## src/rtl/punc_mem_arbiter_pkg.sv

```systemverilog
// punc_mem_arbiter_pkg
//   Shared definitions for the PUnC memory arbiter: FSM state encodings,
//   access owner IDs, latency counter width and a width helper for the
//   debug starvation counter.
package punc_mem_arbiter_pkg;

  typedef enum logic [1:0] {
    ARB_IDLE  = 2'd0,
    ARB_ISSUE = 2'd1,
    ARB_WAIT  = 2'd2
  } arb_state_t;

  typedef enum logic {
    ARB_OWN_CPU = 1'b0,
    ARB_OWN_DBG = 1'b1
  } arb_owner_t;

  // Enough for MEM_LAT up to 7 (counter holds MEM_LAT-1 .. 0).
  localparam int unsigned LAT_CNT_W = 3;

  function automatic int unsigned starve_w(input int unsigned smax);
    return (smax < 1) ? 1 : $clog2(smax + 1);
  endfunction

endpackage

```

## src/rtl/punc_arb_pick.sv

```systemverilog
// punc_arb_pick
//   Combinational winner select for the PUnC memory arbiter plus the
//   register that shapes fairness (debug starvation counter, or the
//   last-granted owner in round-robin builds).
//   Config macro: PUNC_ARB_RR_EN (round-robin on simultaneous requests).
// Ports:
//   clk, rst          clock, synchronous active-high reset
//   arb_en            arbiter may grant this cycle (IDLE and not in reset)
//   cpu_req, dbg_req  raw requests
//   cpu_win, dbg_win  one-hot grant for this cycle (already qualified by arb_en)
module punc_arb_pick
  import punc_mem_arbiter_pkg::*;
#(
  parameter int unsigned STARVE_MAX = 4
) (
  input  logic clk,
  input  logic rst,
  input  logic arb_en,
  input  logic cpu_req,
  input  logic dbg_req,
  output logic cpu_win,
  output logic dbg_win
);

  logic dbg_first;

`ifdef PUNC_ARB_RR_EN
  arb_owner_t last_own;

  // Reset value makes the CPU win the first contested arbitration.
  always_ff @(posedge clk) begin
    if (rst)          last_own <= ARB_OWN_DBG;
    else if (cpu_win) last_own <= ARB_OWN_CPU;
    else if (dbg_win) last_own <= ARB_OWN_DBG;
  end

  always_comb dbg_first = (last_own == ARB_OWN_CPU);
`else
  localparam int unsigned SW = starve_w(STARVE_MAX);
  logic [SW-1:0] starve_cnt;

  // Counts every cycle debug waits, including cycles the arbiter is busy.
  always_ff @(posedge clk) begin
    if (rst || !dbg_req || dbg_win)           starve_cnt <= '0;
    else if (starve_cnt != SW'(STARVE_MAX))   starve_cnt <= starve_cnt + 1'b1;
  end

  always_comb dbg_first = (STARVE_MAX > 0) && (starve_cnt == SW'(STARVE_MAX));
`endif

  always_comb begin
    cpu_win = 1'b0;
    dbg_win = 1'b0;
    if (arb_en) begin
      if (cpu_req && dbg_req) begin
        if (dbg_first) dbg_win = 1'b1;
        else           cpu_win = 1'b1;
      end else if (cpu_req) begin
        cpu_win = 1'b1;
      end else if (dbg_req) begin
        dbg_win = 1'b1;
      end
    end
  end

endmodule

```

## src/rtl/punc_mem_arbiter.sv

```systemverilog
// punc_mem_arbiter
//   Shares the single-port PUnC memory between the CPU control path and the
//   debug/loader port. One access in flight; IDLE -> ISSUE -> WAIT -> IDLE,
//   WAIT lasting MEM_LAT cycles (skipped when MEM_LAT = 0).
//   Config macro: PUNC_ARB_RR_EN selects round-robin instead of CPU
//   priority with a STARVE_MAX bound for debug.
// Ports:
//   clk, rst                      clock, synchronous active-high reset
//   cpu_req/we/addr/wdata         CPU request, held until cpu_gnt
//   cpu_gnt, cpu_rvalid, cpu_rdata CPU grant pulse, completion pulse, read data
//   dbg_*                         same set for the debug/loader port
//   mem_en, mem_we, mem_addr,
//   mem_wdata, mem_rdata          memory macro interface
//   busy                          high whenever an access is in progress
module punc_mem_arbiter
  import punc_mem_arbiter_pkg::*;
#(
  parameter int unsigned ADDR_W     = 16,
  parameter int unsigned DATA_W     = 16,
  parameter int unsigned MEM_LAT    = 1,
  parameter int unsigned STARVE_MAX = 4
) (
  input  logic              clk,
  input  logic              rst,
  input  logic              cpu_req,
  input  logic              cpu_we,
  input  logic [ADDR_W-1:0] cpu_addr,
  input  logic [DATA_W-1:0] cpu_wdata,
  output logic              cpu_gnt,
  output logic              cpu_rvalid,
  output logic [DATA_W-1:0] cpu_rdata,
  input  logic              dbg_req,
  input  logic              dbg_we,
  input  logic [ADDR_W-1:0] dbg_addr,
  input  logic [DATA_W-1:0] dbg_wdata,
  output logic              dbg_gnt,
  output logic              dbg_rvalid,
  output logic [DATA_W-1:0] dbg_rdata,
  output logic              mem_en,
  output logic              mem_we,
  output logic [ADDR_W-1:0] mem_addr,
  output logic [DATA_W-1:0] mem_wdata,
  input  logic [DATA_W-1:0] mem_rdata,
  output logic              busy
);

  localparam logic [LAT_CNT_W-1:0] LAT_INIT =
    (MEM_LAT > 0) ? LAT_CNT_W'(MEM_LAT - 1) : '0;

  arb_state_t           state, state_nxt;
  arb_owner_t           owner;
  logic                 acc_we;
  logic [LAT_CNT_W-1:0] lat_cnt;
  logic                 arb_en;
  logic                 cpu_win, dbg_win;
  logic                 capture;

  // Grants are suppressed while rst is high so reset holds all pulses low.
  always_comb arb_en = (state == ARB_IDLE) && !rst;

  punc_arb_pick #(
    .STARVE_MAX (STARVE_MAX)
  ) u_pick (
    .clk     (clk),
    .rst     (rst),
    .arb_en  (arb_en),
    .cpu_req (cpu_req),
    .dbg_req (dbg_req),
    .cpu_win (cpu_win),
    .dbg_win (dbg_win)
  );

  always_comb begin
    cpu_gnt = cpu_win;
    dbg_gnt = dbg_win;
  end

  always_ff @(posedge clk) begin
    if (rst) state <= ARB_IDLE;
    else     state <= state_nxt;
  end

  always_comb begin
    state_nxt = state;
    capture   = 1'b0;
    mem_en    = 1'b0;
    mem_we    = 1'b0;
    busy      = 1'b1;
    case (state)
      ARB_IDLE: begin
        busy = 1'b0;
        if (cpu_win || dbg_win) state_nxt = ARB_ISSUE;
      end
      ARB_ISSUE: begin
        mem_en = 1'b1;
        mem_we = acc_we;
        if (MEM_LAT == 0) begin
          capture   = 1'b1;
          state_nxt = ARB_IDLE;
        end else begin
          state_nxt = ARB_WAIT;
        end
      end
      ARB_WAIT: begin
        if (lat_cnt == '0) begin
          capture   = 1'b1;
          state_nxt = ARB_IDLE;
        end
      end
      default: state_nxt = ARB_IDLE;
    endcase
  end

  always_ff @(posedge clk) begin
    if (rst) begin
      owner      <= ARB_OWN_CPU;
      acc_we     <= 1'b0;
      mem_addr   <= '0;
      mem_wdata  <= '0;
      lat_cnt    <= '0;
      cpu_rvalid <= 1'b0;
      dbg_rvalid <= 1'b0;
      cpu_rdata  <= '0;
      dbg_rdata  <= '0;
    end else begin
      // Completion pulse lands in the following (IDLE) cycle.
      cpu_rvalid <= capture && (owner == ARB_OWN_CPU);
      dbg_rvalid <= capture && (owner == ARB_OWN_DBG);

      if (cpu_win) begin
        owner     <= ARB_OWN_CPU;
        acc_we    <= cpu_we;
        mem_addr  <= cpu_addr;
        mem_wdata <= cpu_wdata;
      end else if (dbg_win) begin
        owner     <= ARB_OWN_DBG;
        acc_we    <= dbg_we;
        mem_addr  <= dbg_addr;
        mem_wdata <= dbg_wdata;
      end

      if (state == ARB_ISSUE)                          lat_cnt <= LAT_INIT;
      else if (state == ARB_WAIT && lat_cnt != '0)     lat_cnt <= lat_cnt - 1'b1;

      if (capture && !acc_we) begin
        if (owner == ARB_OWN_CPU) cpu_rdata <= mem_rdata;
        else                      dbg_rdata <= mem_rdata;
      end
    end
  end

endmodule
```

## config.mk

```make
export PLATFORM = sky130hd
export DESIGN_NAME = punc_mem_arbiter
export DESIGN_NICKNAME = d
export VERILOG_FILES = /design/src/rtl/punc_mem_arbiter_pkg.sv /design/src/rtl/punc_arb_pick.sv /design/src/rtl/punc_mem_arbiter.sv
export SDC_FILE = /design/constraint.sdc
export NUM_CORES = 1
export LEC_CHECK = 0
export ABC_AREA = 1
export CAP_MARGIN = 15
export CORE_MARGIN = 2
export CORE_UTILIZATION = 44
export CTS_CLUSTER_DIAMETER = 80
export CTS_CLUSTER_SIZE = 12
export DETAILED_ROUTE_END_ITERATION = 10
export GPL_ROUTABILITY_DRIVEN = 0
export PLACE_DENSITY = 0.81
export SLEW_MARGIN = 20
export SYNTH_ARGS = -nofsm -noshare
export SYNTH_HDL_FRONTEND = slang
export SYNTH_SLANG_ARGS = --single-unit
```

## constraint.sdc

```tcl
create_clock -name clk -period 2 [get_ports clk]
set_clock_uncertainty 0.05 [all_clocks]
set_input_delay 0.6 -clock clk [delete_from_list [all_inputs] [get_ports clk]]
set_output_delay 0.6 -clock clk [all_outputs]
set_load 0.01 [all_outputs]
```

==> metrics.csv, run 1 <==
stage,metric,value,unit
clocking,"CTS clk-pin slew, worst paths",80,ps
die,die width,99.5,um
yosys,Ys Warns,0,
route,initial drt markers,176,
layout,fin area,6040,um^2
sta,minimum clock period,1950,ps
route,Residual DRC,0,
global_routing,grt total ovfl,0,
route,ANT nets after route,0,
yosys,post-synth top area share,37.9,%
route,DR vias,4322,
die,Die ar.,9910,um^2
yosys,xor/xnor cell area share of the yosys netlist,0.218,%
placed_design,Placed Cells,872,
sta,Worst slew margin,69.9,%
route,Post-Route WL,11.3,mm
layout,non-filler instance count after layout,895,
layout,Finished Core Util,68.5,%
sta,RSZ-0062 raised after global routing,true,
status,status,completed,
clocking,number of CTS-inserted buffers,9,
critical_path,Worst Path Buf+Inv,3,
layout,# nets final,872,
global_routing,initial antenna violation count,0,
clocking,clock latency on the worst-skew pair,340,ps
sta,Final Hold Fails,0,
placed_design,IO buf count,156,
power_and_ir_drop,LEAKAGE,2.94,nW
critical_path,Setup crit start kind,flip-flop,
critical_path,Worst setup EP type,primary output,
yosys,Synthesized Nets,712,
die,Placeable Area,8810,um^2
clocking,clock buffer depth,2,
critical_path,family with the most delay on the worst path,buffers and inverters,
yosys,post-synth top area cell,dfxtp_1,
yosys,mux cell area share after synthesis,0,%
yosys,synthesized area,4020,um^2
yosys,top area cells in the synthesized netlist,"dfxtp_1 (38%), nand2_1 (14%), nand3_1 (13%)",
route,DR pass1 iterations,4,
clocking,clock root buffer,clkbuf_8,
yosys,Synth Flop Type,dfxtp_1,
placed_design,pre-CTS setup slack,-710,ps
yosys,Synth Area in Simple Gates,43.0,%
run,# Max-Cap Violations,0,
yosys,unique cell type count in the Yosys netlist,24,
yosys,most frequent cells after synthesis,"nand2_1 (149), inv_1 (105), nand3_1 (101)",
yosys,Syn Area/Cell,6.46,um^2
global_routing,Tot GR Track Use,22.6,%
yosys,post-synthesis adder-cell area fraction,1.25,%
placed_design,Post-DP Area,5740,um^2
sta,fin worst setup slack,50.8,ps
route,per-cell routed wire length,12.6,um
yosys,most common cell in the synthesized netlist,nand2_1,
die,I/O pins,157,
layout,ant diodes,0,
clocking,TritonCTS clock tree,built,
die,Initial Util,45.6,%
sta,Tcrit/Tclk final,97.5,%
yosys,Synth Area in Compound Gates,0.935,%
critical_path,"Cell Chain, Critical Path",inv_1 -> nor2_1 -> inv_1 -> nor2_1 -> clkdlybuf4s15_2,
sta,Max Freq,0.513,GHz
sta,worst-margin pin slew,451,ps
yosys,"EDFF count, synth",0,
yosys,Post-synth ARST share,0,%
critical_path,Slowest cell on crit path,dfxtp_2,
die,die span in y,99.5,um
die,cell row count,34,
power_and_ir_drop,Peak supply drop,0.388,mV
yosys,post-synthesis cell count,622,
yosys,main combinational cell family by area after synthesis,simple AND/OR/NAND/NOR gates,
sta,Setup-failing EPs final,0,
global_routing,largest net degree at the start of global routing,47,
global_routing,global-route wire length before repair,18.2,mm
layout,fill cell count,726,
critical_path,"slowest stage delay, CP",360,ps
clocking,htree depth,3,
layout,layout cells sized above 1,11.8,%
yosys,sequential share of the synthesized area,37.9,%
layout,Sequential Area,1530,um^2
clocking,clock sink count,76,
critical_path,worst setup path category,reg -> out,
global_routing,number of global-route vias before repair,4036,
critical_path,WP data arrival,1300,ps
power_and_ir_drop,Pwr Density,682,nW/um^2
worst_hold_path,HP Class,reg -> reg,
critical_path,worst-path fanout max,2,
sta,Pins Over Slew Limit,0,
critical_path,Worst Path Required,1350,ps
layout,Multi-input gate area,1860,um^2
yosys,Seq cells post-synth,76,
placed_design,post-DP HPWL,8.24,mm
layout,Area growth syn-to-layout,50.3,%
route,Vias per Instance,4.83,
[layer usage]
metal / part of all wire, % / GRT usage (%) / wire length, um
met5: 0 / 0 / 0
met4: 1.0 / 6.64 / 116
met3: 9.4 / 6.18 / 1060
met2: 49 / 40.0 / 5560
met1: 40 / 26.9 / 4520
[cell families (layout without fill, tap and decap cells)]
| logic type | after synthesis | count (layout) |
|---|---|---|
| AO/OA/AOI/OAI | 7 | 7 |
| XOR/XNOR | 1 | 1 |
| adder cells (fa/ha/maj) | 4 | 4 |
| buffers and inverters | 167 | 332 |
| flip-flops | 76 | 76 |
| AND/OR/NAND/NOR | 367 | 367 |
[registers in the layout, summed over array words and instances (netlist names)]
signal / count
dbg_rdata: 16
cpu_rdata: 16
lat_cnt: 3
acc_we: 1
u_pick.starve_cnt: 3
cpu_rvalid: 1
mem_wdata: 16
dbg_rvalid: 1
owner: 1
state: 2
mem_addr: 16
[cell usage in the layout, fill, tap and decap left out, drive strengths merged]
cell type	Yosys	layout
a21boi	1	1
a21oi	6	6
buf	28	31
bufinv	0	2
clkbuf	8	11
clkdlybuf4s15	0	2
clkdlybuf4s50	0	148
clkinv	24	26
clkinvlp	0	2
dfxtp	76	76
dlygate4sd2	0	3
ha	4	4
inv	107	107
nand2	153	153
nand3	103	103
nand3b	1	1
nand4	33	33
nor2	77	77
xnor2	1	1
[metrics by stage]
stage / hold slack (ps) / setup TNS (ps) / total power, mW
detailed placement: 408 / -23690 / 2.86
global route: 456 / -39.1 / 4.32
CTS: 429 / 0 / 4.13
finish: 422 / 0 / 4.12
global placement: 401 / -20980 / 2.83
floorplan: 402 / 0 / 2.31
[what timing repair did]
item,CTS,global route
setup buffers,7,0
gates resized for setup,19,15
setup endpoints to repair,12,7
pin swaps,1,3
hold buffers,0,0
[cell type report]
cell class                 count  area share [%]
multi-input combinational    379            30.9
timing repair buffer         185            29.9
tap                          108            2.24
inverter                     131            8.15
sequential                    76            25.3
clock inverter                 6            1.47
clock buffer                  10            2.11
[worst min-delay path: stages (launching register included)]
cell,delay (ps)
dfxtp_1,330
nor2_1,40
nor2_1,70
[power breakdown]
| part | switching, mW | internal [mW] |
|---|---|---|
| combinational | 0.565 | 0.569 |
| clock | 0.583 | 0.703 |
| sequential | 0.0675 | 1.63 |
| total | 1.22 | 2.90 |
[path summary, 6_finish.rpt]
check                             from                    to  slack (ps)  depth (start not counted)
setup / recovery              state[0]                mem_we          50                          5
hold / removal            dbg_rdata[5]          dbg_rdata[5]         420                          2
setup reg to reg  u_pick.starve_cnt[0]  u_pick.starve_cnt[1]          90                         14
hold reg to reg           dbg_rdata[5]          dbg_rdata[5]         420                          2
Power figures use the tool's default switching activity.
==> run 2, diff against run 1 <==
Settings changed: HOLD_SLACK_MARGIN set to 0.08.
==> results of run 2 <==
The final DEF is identical to that of run 1; final timing and power are the same.
